===== src/rtl/c64_kbd_pkg.sv =====
// Shared definitions for the PS/2-to-C64 keyboard front-end: receiver states,
// prefix byte constants and the set-2 scancode to C64 matrix position map.
package c64_kbd_pkg;

  typedef enum logic [1:0] {
    RX_IDLE   = 2'd0,
    RX_DATA   = 2'd1,
    RX_PARITY = 2'd2,
    RX_STOP   = 2'd3
  } rx_state_t;

  localparam logic [7:0] PS2_EXT     = 8'hE0;
  localparam logic [7:0] PS2_BRK     = 8'hF0;
  localparam logic [7:0] PS2_RESTORE = 8'h7D;

  function automatic logic [6:0] km(input logic [2:0] row, input logic [2:0] col);
    return {1'b1, row, col};
  endfunction

  // Returns {valid, row, col}; row is the CIA PA bit, col the CIA PB bit.
  // Keys without a set-2 twin are placed on the PC key in the same position.
  function automatic logic [6:0] kbd_map(input logic ext, input logic [7:0] code);
    logic [6:0] m;
    m = 7'd0;
    case ({ext, code})
      9'h066: m = km(3'd0, 3'd0); 9'h05A: m = km(3'd0, 3'd1);
      9'h174: m = km(3'd0, 3'd2); 9'h083: m = km(3'd0, 3'd3);
      9'h005: m = km(3'd0, 3'd4); 9'h004: m = km(3'd0, 3'd5);
      9'h003: m = km(3'd0, 3'd6); 9'h172: m = km(3'd0, 3'd7);
      9'h026: m = km(3'd1, 3'd0); 9'h01D: m = km(3'd1, 3'd1);
      9'h01C: m = km(3'd1, 3'd2); 9'h025: m = km(3'd1, 3'd3);
      9'h01A: m = km(3'd1, 3'd4); 9'h01B: m = km(3'd1, 3'd5);
      9'h024: m = km(3'd1, 3'd6); 9'h012: m = km(3'd1, 3'd7);
      9'h02E: m = km(3'd2, 3'd0); 9'h02D: m = km(3'd2, 3'd1);
      9'h023: m = km(3'd2, 3'd2); 9'h036: m = km(3'd2, 3'd3);
      9'h021: m = km(3'd2, 3'd4); 9'h02B: m = km(3'd2, 3'd5);
      9'h02C: m = km(3'd2, 3'd6); 9'h022: m = km(3'd2, 3'd7);
      9'h03D: m = km(3'd3, 3'd0); 9'h035: m = km(3'd3, 3'd1);
      9'h034: m = km(3'd3, 3'd2); 9'h03E: m = km(3'd3, 3'd3);
      9'h032: m = km(3'd3, 3'd4); 9'h033: m = km(3'd3, 3'd5);
      9'h03C: m = km(3'd3, 3'd6); 9'h02A: m = km(3'd3, 3'd7);
      9'h046: m = km(3'd4, 3'd0); 9'h043: m = km(3'd4, 3'd1);
      9'h03B: m = km(3'd4, 3'd2); 9'h045: m = km(3'd4, 3'd3);
      9'h03A: m = km(3'd4, 3'd4); 9'h042: m = km(3'd4, 3'd5);
      9'h044: m = km(3'd4, 3'd6); 9'h031: m = km(3'd4, 3'd7);
      9'h04E: m = km(3'd5, 3'd0); 9'h04D: m = km(3'd5, 3'd1);
      9'h04B: m = km(3'd5, 3'd2); 9'h055: m = km(3'd5, 3'd3);
      9'h049: m = km(3'd5, 3'd4); 9'h04C: m = km(3'd5, 3'd5);
      9'h054: m = km(3'd5, 3'd6); 9'h041: m = km(3'd5, 3'd7);
      9'h170: m = km(3'd6, 3'd0); 9'h05B: m = km(3'd6, 3'd1);
      9'h052: m = km(3'd6, 3'd2); 9'h16C: m = km(3'd6, 3'd3);
      9'h059: m = km(3'd6, 3'd4); 9'h05D: m = km(3'd6, 3'd5);
      9'h169: m = km(3'd6, 3'd6); 9'h04A: m = km(3'd6, 3'd7);
      9'h016: m = km(3'd7, 3'd0); 9'h00E: m = km(3'd7, 3'd1);
      9'h014: m = km(3'd7, 3'd2); 9'h01E: m = km(3'd7, 3'd3);
      9'h029: m = km(3'd7, 3'd4); 9'h011: m = km(3'd7, 3'd5);
      9'h015: m = km(3'd7, 3'd6); 9'h076: m = km(3'd7, 3'd7);
      default: m = 7'd0;
    endcase
    return m;
  endfunction

endpackage


===== src/rtl/ps2_rx.sv =====
// PS/2 frame receiver: pin synchronizers, clock glitch filter, 11-bit frame
// FSM with odd-parity/stop checking and an inactivity timeout.
module ps2_rx
  import c64_kbd_pkg::*;
#(
  parameter int FILTER_LEN = 8,
  parameter int TIMEOUT    = 16384
) (
  input  logic       clk,
  input  logic       reset,
  input  logic       ps2_clk,
  input  logic       ps2_data,
  output logic [7:0] rx_byte,
  output logic       byte_valid,
  output logic       rx_error
);

  localparam int CNT_W   = (FILTER_LEN > 1) ? $clog2(FILTER_LEN + 1) : 1;
  localparam int TIMER_W = $clog2(TIMEOUT + 1);

  logic [1:0]         clk_sync_reg, data_sync_reg;
  logic               clk_filt_reg;
  logic [CNT_W-1:0]   filt_cnt_reg;
  rx_state_t          state_reg;
  logic [2:0]         bit_cnt_reg;
  logic [7:0]         shift_reg;
  logic               par_err_reg;
  logic [TIMER_W-1:0] timer_reg;
  logic [7:0]         byte_reg;
  logic               valid_reg, error_reg;
  logic               filt_commit, strobe, data_bit;

  assign data_bit    = data_sync_reg[1];
  assign filt_commit = (clk_sync_reg[1] != clk_filt_reg) &&
                       (filt_cnt_reg == CNT_W'(FILTER_LEN - 1));
  // The strobe fires on the cycle the filtered clock commits to low.
  assign strobe      = filt_commit && clk_filt_reg;

  always_ff @(posedge clk) begin
    if (reset) begin
      clk_sync_reg  <= 2'b11;
      data_sync_reg <= 2'b11;
      clk_filt_reg  <= 1'b1;
      filt_cnt_reg  <= '0;
    end else begin
      clk_sync_reg  <= {clk_sync_reg[0], ps2_clk};
      data_sync_reg <= {data_sync_reg[0], ps2_data};
      if (clk_sync_reg[1] == clk_filt_reg) begin
        filt_cnt_reg <= '0;
      end else if (filt_commit) begin
        clk_filt_reg <= clk_sync_reg[1];
        filt_cnt_reg <= '0;
      end else begin
        filt_cnt_reg <= filt_cnt_reg + 1'b1;
      end
    end
  end

  always_ff @(posedge clk) begin
    if (reset) begin
      state_reg   <= RX_IDLE;
      bit_cnt_reg <= '0;
      shift_reg   <= '0;
      par_err_reg <= 1'b0;
      timer_reg   <= '0;
      byte_reg    <= '0;
      valid_reg   <= 1'b0;
      error_reg   <= 1'b0;
    end else begin
      valid_reg <= 1'b0;
      error_reg <= 1'b0;
      if (strobe) begin
        timer_reg <= '0;
        case (state_reg)
          RX_IDLE: begin
            bit_cnt_reg <= '0;
            if (!data_bit) state_reg <= RX_DATA;
          end
          RX_DATA: begin
            shift_reg   <= {data_bit, shift_reg[7:1]};
            bit_cnt_reg <= bit_cnt_reg + 1'b1;
            if (bit_cnt_reg == 3'd7) state_reg <= RX_PARITY;
          end
          RX_PARITY: begin
            par_err_reg <= ~(^{data_bit, shift_reg});
            state_reg   <= RX_STOP;
          end
          RX_STOP: begin
            if (data_bit && !par_err_reg) begin
              byte_reg  <= shift_reg;
              valid_reg <= 1'b1;
            end else begin
              error_reg <= 1'b1;
            end
            state_reg <= RX_IDLE;
          end
          default: state_reg <= RX_IDLE;
        endcase
      end else if (state_reg != RX_IDLE) begin
        if (timer_reg == TIMER_W'(TIMEOUT - 1)) begin
          state_reg   <= RX_IDLE;
          bit_cnt_reg <= '0;
          timer_reg   <= '0;
          error_reg   <= 1'b1;
        end else begin
          timer_reg <= timer_reg + 1'b1;
        end
      end
    end
  end

  assign rx_byte    = byte_reg;
  assign byte_valid = valid_reg;
  assign rx_error   = error_reg;

endmodule


===== src/rtl/ps2_keyboard_matrix.sv =====
// PS/2 keyboard to C64 key matrix: prefix decoder, 64-bit key state and the
// registered CIA1 column response; RESTORE is reported on its own line.
module ps2_keyboard_matrix
  import c64_kbd_pkg::*;
#(
  parameter int FILTER_LEN = 8,
  parameter int TIMEOUT    = 16384
) (
  input  logic       clk,
  input  logic       reset,
  input  logic       ps2_clk,
  input  logic       ps2_data,
  input  logic [7:0] keyboard_ROW,
  output logic [7:0] keyboard_COL,
  output logic       restore,
  output logic       rx_error
);

  logic [7:0]  rx_byte;
  logic        byte_valid;
  logic        ext_reg, brk_reg, restore_reg;
  logic [63:0] matrix_reg;
  logic [7:0]  col_reg, col_next;
  logic [6:0]  map_hit;

  ps2_rx #(
    .FILTER_LEN(FILTER_LEN),
    .TIMEOUT   (TIMEOUT)
  ) u_rx (
    .clk       (clk),
    .reset     (reset),
    .ps2_clk   (ps2_clk),
    .ps2_data  (ps2_data),
    .rx_byte   (rx_byte),
    .byte_valid(byte_valid),
    .rx_error  (rx_error)
  );

  assign map_hit = kbd_map(ext_reg, rx_byte);

  always_ff @(posedge clk) begin
    if (reset) begin
      ext_reg     <= 1'b0;
      brk_reg     <= 1'b0;
      restore_reg <= 1'b0;
      matrix_reg  <= '0;
    end else if (byte_valid) begin
      if (rx_byte == PS2_EXT) begin
        ext_reg <= 1'b1;
      end else if (rx_byte == PS2_BRK) begin
        brk_reg <= 1'b1;
      end else begin
        // RESTORE has no matrix position; it drives the NMI line instead.
        if (ext_reg && rx_byte == PS2_RESTORE) restore_reg <= !brk_reg;
        else if (map_hit[6]) matrix_reg[map_hit[5:0]] <= !brk_reg;
        ext_reg <= 1'b0;
        brk_reg <= 1'b0;
      end
    end
  end

  genvar gi, gr;
  generate
    for (gi = 0; gi < 8; gi++) begin : g_col
      logic [7:0] col_keys;
      for (gr = 0; gr < 8; gr++) begin : g_row
        assign col_keys[gr] = matrix_reg[gr*8 + gi];
      end
      assign col_next[gi] = ~|(col_keys & ~keyboard_ROW);
    end
  endgenerate

  always_ff @(posedge clk) begin
    if (reset) col_reg <= 8'hFF;
    else       col_reg <= col_next;
  end

  assign keyboard_COL = col_reg;
  assign restore      = restore_reg;

endmodule


===== config.mk =====
export PLATFORM = sky130hd
export DESIGN_NAME = ps2_keyboard_matrix
export DESIGN_NICKNAME = d
export VERILOG_FILES = /design/src/rtl/c64_kbd_pkg.sv /design/src/rtl/ps2_rx.sv /design/src/rtl/ps2_keyboard_matrix.sv
export SDC_FILE = /design/constraint.sdc
export NUM_CORES = 1
export LEC_CHECK = 0
export CAP_MARGIN = 20
export CELL_PAD_IN_SITES_DETAIL_PLACEMENT = 1
export CELL_PAD_IN_SITES_GLOBAL_PLACEMENT = 2
export CORE_MARGIN = 2
export CORE_UTILIZATION = 37
export DETAILED_ROUTE_END_ITERATION = 16
export GPL_ROUTABILITY_DRIVEN = 1
export PLACE_DENSITY_LB_ADDON = 0.1
export SYNTH_ARGS = -nofsm -noshare
export SYNTH_HDL_FRONTEND = slang
export SYNTH_SLANG_ARGS = --single-unit

===== constraint.sdc =====
create_clock -name clk -period 3.4 [get_ports clk]
set_input_delay 0.51 -clock clk [delete_from_list [all_inputs] [get_ports clk]]
set_output_delay 0.51 -clock clk [all_outputs]
set_load 0.05 [all_outputs]

==> summary.md, run 1 <==
| Metric | Value |
|---|---|
| Antenna diodes | 0 |
| Initial DRC count | 474 |
| Max cap viols | 0 |
| Worst-margin pin slew | 0.955 ns |
| Antenna-violating nets left | 0 |
| Leak | about 0.0031 uW |
| Synth Instances | about 890 |
| Htree depth | 4 |
| Hold-fix buffers, CTS | 0 |
| CTS tree | done |
| Worst setup EP type | flip-flop |
| Placer Congestion | roughly 0.97 |
| Largest cells by area after synthesis | dfxtp_1 35%, mux2i_1 8.3%, nand2_1 7.4% |
| Fin Setup TNS | 0 ns |
| Syn Nets | 906 |
| CTS root buffer | clkbuf_16 |
| # IOs | 22 |
| GRT overflow | 0 |
| Max clock buf depth | 2 |
| Clk_skew | 0.0121 ns |
| Top-area cell type share of the netlist area | 0.351 |
| Largest register FFs | 64 |
| Nets | 934 |
| Crit path time final | 3.27 ns |
| Post-Route WL | roughly 23000 um |
| Slew Limit Fails | 0 |
| RSZ-0062 raised after global routing | no |
| Finish-stage setup viols | 0 |
| Largest net degree at the start of global routing | 55 |
| Initial antenna violation count | 0 |
| Hold Crit Class | input pin to flip-flop |
| Fmax | 306 MHz |
| Worst VDD drop | approximately 0.35 mV |
| Clk_lat worst skew | about 0.42 ns |
| Period Utilization, post-route | 0.960 |
| Share of layout cells above drive strength 1 | 0.120 |
| DRC | 0 |
| Status | finished, final reports clean |
| Synth area leader | dfxtp_1 |
| Pwr Density | 415 nW/um^2 |
| Slew headroom | 0.358 |
| Worst-path clk slew | 0.07 ns |
| PortBufs | 21 |
| Row count | 50 |
| Critical path arrival | ~3.6 ns |
| Vias in the first global route | 6745 |
| Ys flop type | dfxtp_1 |
| First-pass GRT wire length | ~38000 um |
| Vias | 6497 |
| Netlist cell types | 73 |
| Post-synth EDFFs | 0 |
| Detailed Routing Iterations Pass 1 | 5 |
| Die area | approximately 20000 um^2 |
| CP Max Fanout | 11 |
| Vias per cell | 5.60 |
| Chip Width | 142 um |
| Layout area overhead | 17.4% |
| GR Util All Layers | 0.243 |
| Fin util | 0.442 |
| Area taken by multi-input logic gates | ~3900 um^2 |
| Yosys warns | 0 |
| Detailed Place HPWL | between 15000 and 20000 um |
| Fillers | 2216 |
| Yosys reg bits | approximately 120 |
| Min Hold Slack | 0.333 ns |
| Overall power | 3420 uW |
| Synthesized cell area | ~7000 um^2 |
| Critical Path RT | 3.75 ns |
| Final Hold Vio Count | 0 |
| Placeable Area | 18600 um^2 |
| Crit start category | flip-flop |
| Register cell area after layout | 2470 um^2 |
| Initial core utilization | 0.377 |
| Post-synthesis sequential area ratio | 0.351 |
| CTS Buf Count | 17 |
| Avg WL per Cell | 20.2 um |
| WS Path Type | flip-flop to flip-flop |
| Share of synthesized flip-flops with an asynchronous set or reset | 0 |
| Total clock sinks | 123 |
| Avg Cell Area, Syn | 7.92 um^2 |
| Die height | 142 um |
metrics by stage:
stage	setup WS, ns	cells	area, um^2
6_report	0.134	1161	8240
3_3_place_gp	0.0267	1128	7610
4_1_cts	0.0521	1160	8210
2_1_floorplan	0.849	886	7020
3_5_place_dp	-0.0240	1128	7610
5_1_grt	0.0126	1161	8240
final cells by class:
class | instances | area share
tap | 234 | 0.0355
multi-input combinational | 617 | 0.476
timing repair buffer | 77 | 0.0805
clock inverter | 15 | 0.0211
sequential | 123 | 0.299
clock buffer | 17 | 0.0516
inverter | 78 | 0.0355
cell usage after synthesis, drive strengths merged (9+ instances only):
library cell,n
clkbuf,34
nor3b,15
nor3,9
dfxtp,123
o41ai,10
nand3,26
mux2i,58
nand2b,15
a21oi,45
buf,34
xor2,13
xnor2,17
nand2,139
nor2,51
inv,78
or3,15
o21ai,27
nor2b,19
o22ai,34
cell families (layout without fill, tap and decap cells):
kind of cell             after synthesis  after routing  synth area share
XOR/XNOR                              30             30            0.0374
AO/OA/AOI/OAI                        166            166             0.155
adder cells (fa/ha/maj)                8              8            0.0143
flip-flops                           123            123             0.351
AND/OR/NAND/NOR                      355            355             0.269
buffers and inverters                146            187            0.0909
multiplexers                          58             58            0.0827
layer usage:
metal	vias up	track usage	routed length [um]
met5	-	0	0
met4	0	0.0726	478
met3	37	0.0445	1110
met2	154	0.386	10700
met1	3201	0.336	11100
li1	3105	-	-
power breakdown:
| group | total (uW) | switching (uW) | internal [uW] |
|---|---|---|---|
| Combinational | 79.9 | 58.6 | 21.3 |
| Sequential | 1440 | 1.65 | 1440 |
| Clock | 1890 | 785 | 1110 |
placed cells by master (no fill, tap or decap), drive strengths merged, types with 17 or more instances in the layout:
| master | Yosys | layout |
|---|---|---|
| dfxtp | 123 | 123 |
| nor2 | 51 | 51 |
| xnor2 | 17 | 17 |
| buf | 34 | 57 |
| clkbuf | 34 | 17 |
| o22ai | 34 | 34 |
| a21oi | 45 | 45 |
| nor2b | 19 | 19 |
| nand3 | 26 | 26 |
| nand2 | 139 | 139 |
| mux2i | 58 | 58 |
| clkdlybuf4s50 | 0 | 20 |
| o21ai | 27 | 27 |
| inv | 78 | 87 |
worst max-delay path, stage by stage, from the launching register on:
cell	delay, ns
dfxtp_1	0.47
buf_4	0.27
nor2b_1	0.16
buf_4	0.15
a21oi_1	0.28
o32ai_1	0.15
nor4_1	0.41
and3b_1	0.46
nand2_1	0.29
or3_1	0.42
a21oi_1	0.13
timing repair:
item | in CTS | in global routing
setup endpoints to repair | 5 | 57
gates resized for setup | 1 | 4
setup buffers | 0 | 1
worst paths after layout:
kind	startpoint	end	slack, ns	cells after the start
setup / recovery	u_rx.rx_byte[2]	matrix_reg[22]	0.13	10
hold / removal	reset	u_rx.clk_filt_reg	0.33	3
setup reg to reg	u_rx.rx_byte[2]	matrix_reg[22]	0.13	10
hold reg to reg	u_rx.data_sync_reg[0]	u_rx.data_sync_reg[1]	0.42	1
Note: power is estimated with default switching activity, not from simulation.
==> run 2: changes to the inputs <==
Settings changed: CORE_ASPECT_RATIO set to 0.9, MAX_ROUTING_LAYER set to met4.
==> run 2 against run 1 <==
Sequential share of layout area barely moved. Worst hold slack better by 0.077 ns. Clock skew is 0.0022 ns higher. Via count increased by 0.11%. Clock-buffer cell count increased by 1. Critical path depth stayed put. Total power shrank 1.8%. Routed wire length is 0.59% higher. Final cell count is 0.78% higher. First-iteration DRC count is 8.0% lower. Non-clock buffer count down 2.
==> summary.md, run 2 (synthesis results as in run 1) <==
| Metric | Value |
|---|---|
| Placed Instance Area | 7630 um^2 (+0.25%) |
| CTS Buf Count | 17 (unchanged) |
| Final instance area | 8230 um^2 (-0.14%) |
| RSZ-0062 raised after global routing | no |
| Initial antenna violation count | 0 (unchanged) |
| Max clock buf depth | 2 (unchanged) |
| Leak | 0.00304 uW (-0.56%) |
| Vias in the first global route | 6693 (-0.77%) |
| Vias | 6504 (+0.11%) |
| Total clock sinks | 123 (unchanged) |
| Detailed Routing Iterations Pass 1 | 4 (-1) |
| WS Path Type | flip-flop to flip-flop |
| Placed Cells | 1138 (+0.89%) |
| Antenna-violating nets left | 0 (unchanged) |
| Pre-CTS WS | 0.0433 ns (+0.0672 ns) |
| Commonest non-fill, non-tap cells in the layout | 139 x nand2_1, 121 x dfxtp_1, 78 x inv_1 |
| Crit start category | flip-flop |
| Chip Width | 149 um (+5.3%) |
| Final Hold Vio Count | 0 (unchanged) |
| Initial DRC count | 436 (-8.0%) |
| Hold-fix buffers, CTS | 0 (unchanged) |
| Slew headroom | 0.453 (+0.0955) |
| Setup ws final | 0.164 ns (+0.0295 ns) |
| Critical Path RT | 3.74 ns (about the same) |
| Worst path max stage delay | 0.55 ns (+0.08 ns) |
| Crit path time final | 3.24 ns (-0.0295 ns) |
| CTS tree | done |
| Worst setup EP type | flip-flop |
| Clk_lat worst skew | 0.43 ns (about the same) |
| Pwr Density | 408 nW/um^2 (-1.7%) |
| Largest register FFs | 64 (unchanged) |
| Htree depth | 4 (unchanged) |
| Sw Pwr | 794 uW (-6.1%) |
| CP most frequent cell | buf_4 |
| Row count | 47 (-6.0%) |
| DRC | 0 (unchanged) |
| Avg WL per Cell | 20.1 um (-0.18%) |
| Net Sw Frac | 0.237 (-0.0107) |
| Clk_skew | 0.0143 ns (+0.00218 ns) |
| Post-Layout Cell Count | 1170 (+0.78%) |
| Fin Setup TNS | 0 ns (unchanged) |
| Period Utilization, post-route | 0.952 (-0.00868) |
| Placer Congestion | 0.988 (+2.2%) |
| Critical-path cell list | buf_4 > nand2b_1 > o22ai_1 > and4b_1 > nor4b_2 > buf_4 > nand3_2 > nand3b_1 > nor2b_1 > mux2i_1 |
| Area taken by multi-input logic gates | 3930 um^2 (unchanged) |
| Worst-margin pin slew | 0.814 ns (-0.141 ns) |
| Comb pwr share | 0.023 (about the same) |
| Sequential Power Share | 0.431 (+0.008) |
| Status | finished, final reports clean |
| Nets | 932 (-0.21%) |
| Die height | 135 um (-5.0%) |
| Largest net degree at the start of global routing | 54 (-1.8%) |
| Post-Route WL | 23500 um (+0.59%) |
| CTS root buffer | clkbuf_16 |
| CP Max Fanout | 15 (+4) |
| Share of layout cells above drive strength 1 | 0.117 (-0.00298) |
| Vias per cell | 5.56 (-0.66%) |
| GR Util All Layers | 0.249 (+0.00632) |
| # IOs | 22 (unchanged) |
| Critical path arrival | 3.57 ns (-0.04 ns) |
| Placeable Area | 18500 um^2 (-0.95%) |
| Worst VDD drop | 0.319 mV (-7.6%) |
| Initial core utilization | 0.380 (+0.00362) |
| Slew Limit Fails | 0 (unchanged) |
| Critical-path top delay cell | dfxtp_1 |
| Commonest non-fill, non-tap cell in the layout | nand2_1 |
| Int Pwr | 2560 uW (-0.43%) |
| GRT overflow | 0 (unchanged) |
| Hold Crit Class | flip-flop to flip-flop |
| Antenna diodes | 0 (unchanged) |
| Fillers | 2220 (+0.18%) |
| Fmax | 309 MHz (+0.91%) |
| Detailed Place HPWL | 16900 um (+1.4%) |
| Die area | 20100 um^2 (about the same) |
| First-pass GRT wire length | 37600 um (-0.67%) |
| Layout area overhead | 17.2% |
| Max cap viols | 0 (unchanged) |
| Worst-path clk slew | 0.06 ns (about the same) |
| Overall power | 3350 uW (-1.8%) |
| Register cell area after layout | 2460 um^2 (about the same) |
| PortBufs | 21 (unchanged) |
| Finish-stage setup viols | 0 (unchanged) |
| Clock network power share | 0.546 (-0.008) |
-- run 2: changes by cell type in the layout (fill, tap and decap cells not counted), sizes merged --
cell,delta
buf,-2
clkbuf,+1
clkinv,+1
clkinvlp,+1
inv,-3
-- run 2: power by group through the flow --
stage,registers [uW],clock network (uW),logic (uW)
global route,1440,1930,83.8
floorplan,1480,0,43.9
global placement,1480,0,77.5
finish,1450,1830,78.7
CTS,1450,1870,78.9
detailed placement,1480,0,78.5
-- run 2: worst max-delay path, delay by kind of cell, from the launching register on --
kind	cells	cell delay, ns
buf+inv	2	0.48
flops	1	0.55
simple gates	6	1.77
compound gates	1	0.11
mux	1	0.23
-- run 2: area by class of cell --
type	instances	area share
well taps	245	0.0373
flip-flops and latches	123	0.300
multi-input cells	617	0.477
clock inverters	14	0.0196
inverters	78	0.0356
repair buffers	75	0.0788
clock buffers	18	0.0522
-- run 2: final timing paths --
check                        startpoint               endpoint  slack, ns  cells after the start
setup reg to reg        u_rx.rx_byte[2]         matrix_reg[60]       0.16                     10
setup / recovery        u_rx.rx_byte[2]         matrix_reg[60]       0.16                     10
hold / removal    u_rx.data_sync_reg[0]  u_rx.data_sync_reg[1]       0.41                      1
hold reg to reg   u_rx.data_sync_reg[0]  u_rx.data_sync_reg[1]       0.41                      1
-- run 2: repair_timing --
item,CTS,global route
setup endpoints to repair,2,24
resized for setup,2,2
gates cloned,0,0
buffers inserted,0,0
-- run 2: through the flow --
| stage | hold WS (ns) | utilization |
|---|---|---|
| finish | 0.409 | 0.446 |
| global route | 0.420 | 0.446 |
| CTS | 0.412 | 0.446 |
| detailed placement | 0.398 | 0.413 |
| global placement | 0.395 | 0.413 |
| floorplan | 0.389 | - |
-- run 2: metal layers --
metal / routed length (um) / vias to the layer above / GRT usage / part of all wire
met1: 11500 / 3239 / 0.334 / 0.49
met3: 682 / 31 / 0.0382 / 0.029
met5: 0 / - / - / 0
met2: 10900 / 111 / 0.388 / 0.46
met4: 422 / 0 / 0.0762 / 0.018
li1: - / 3123 / - / -
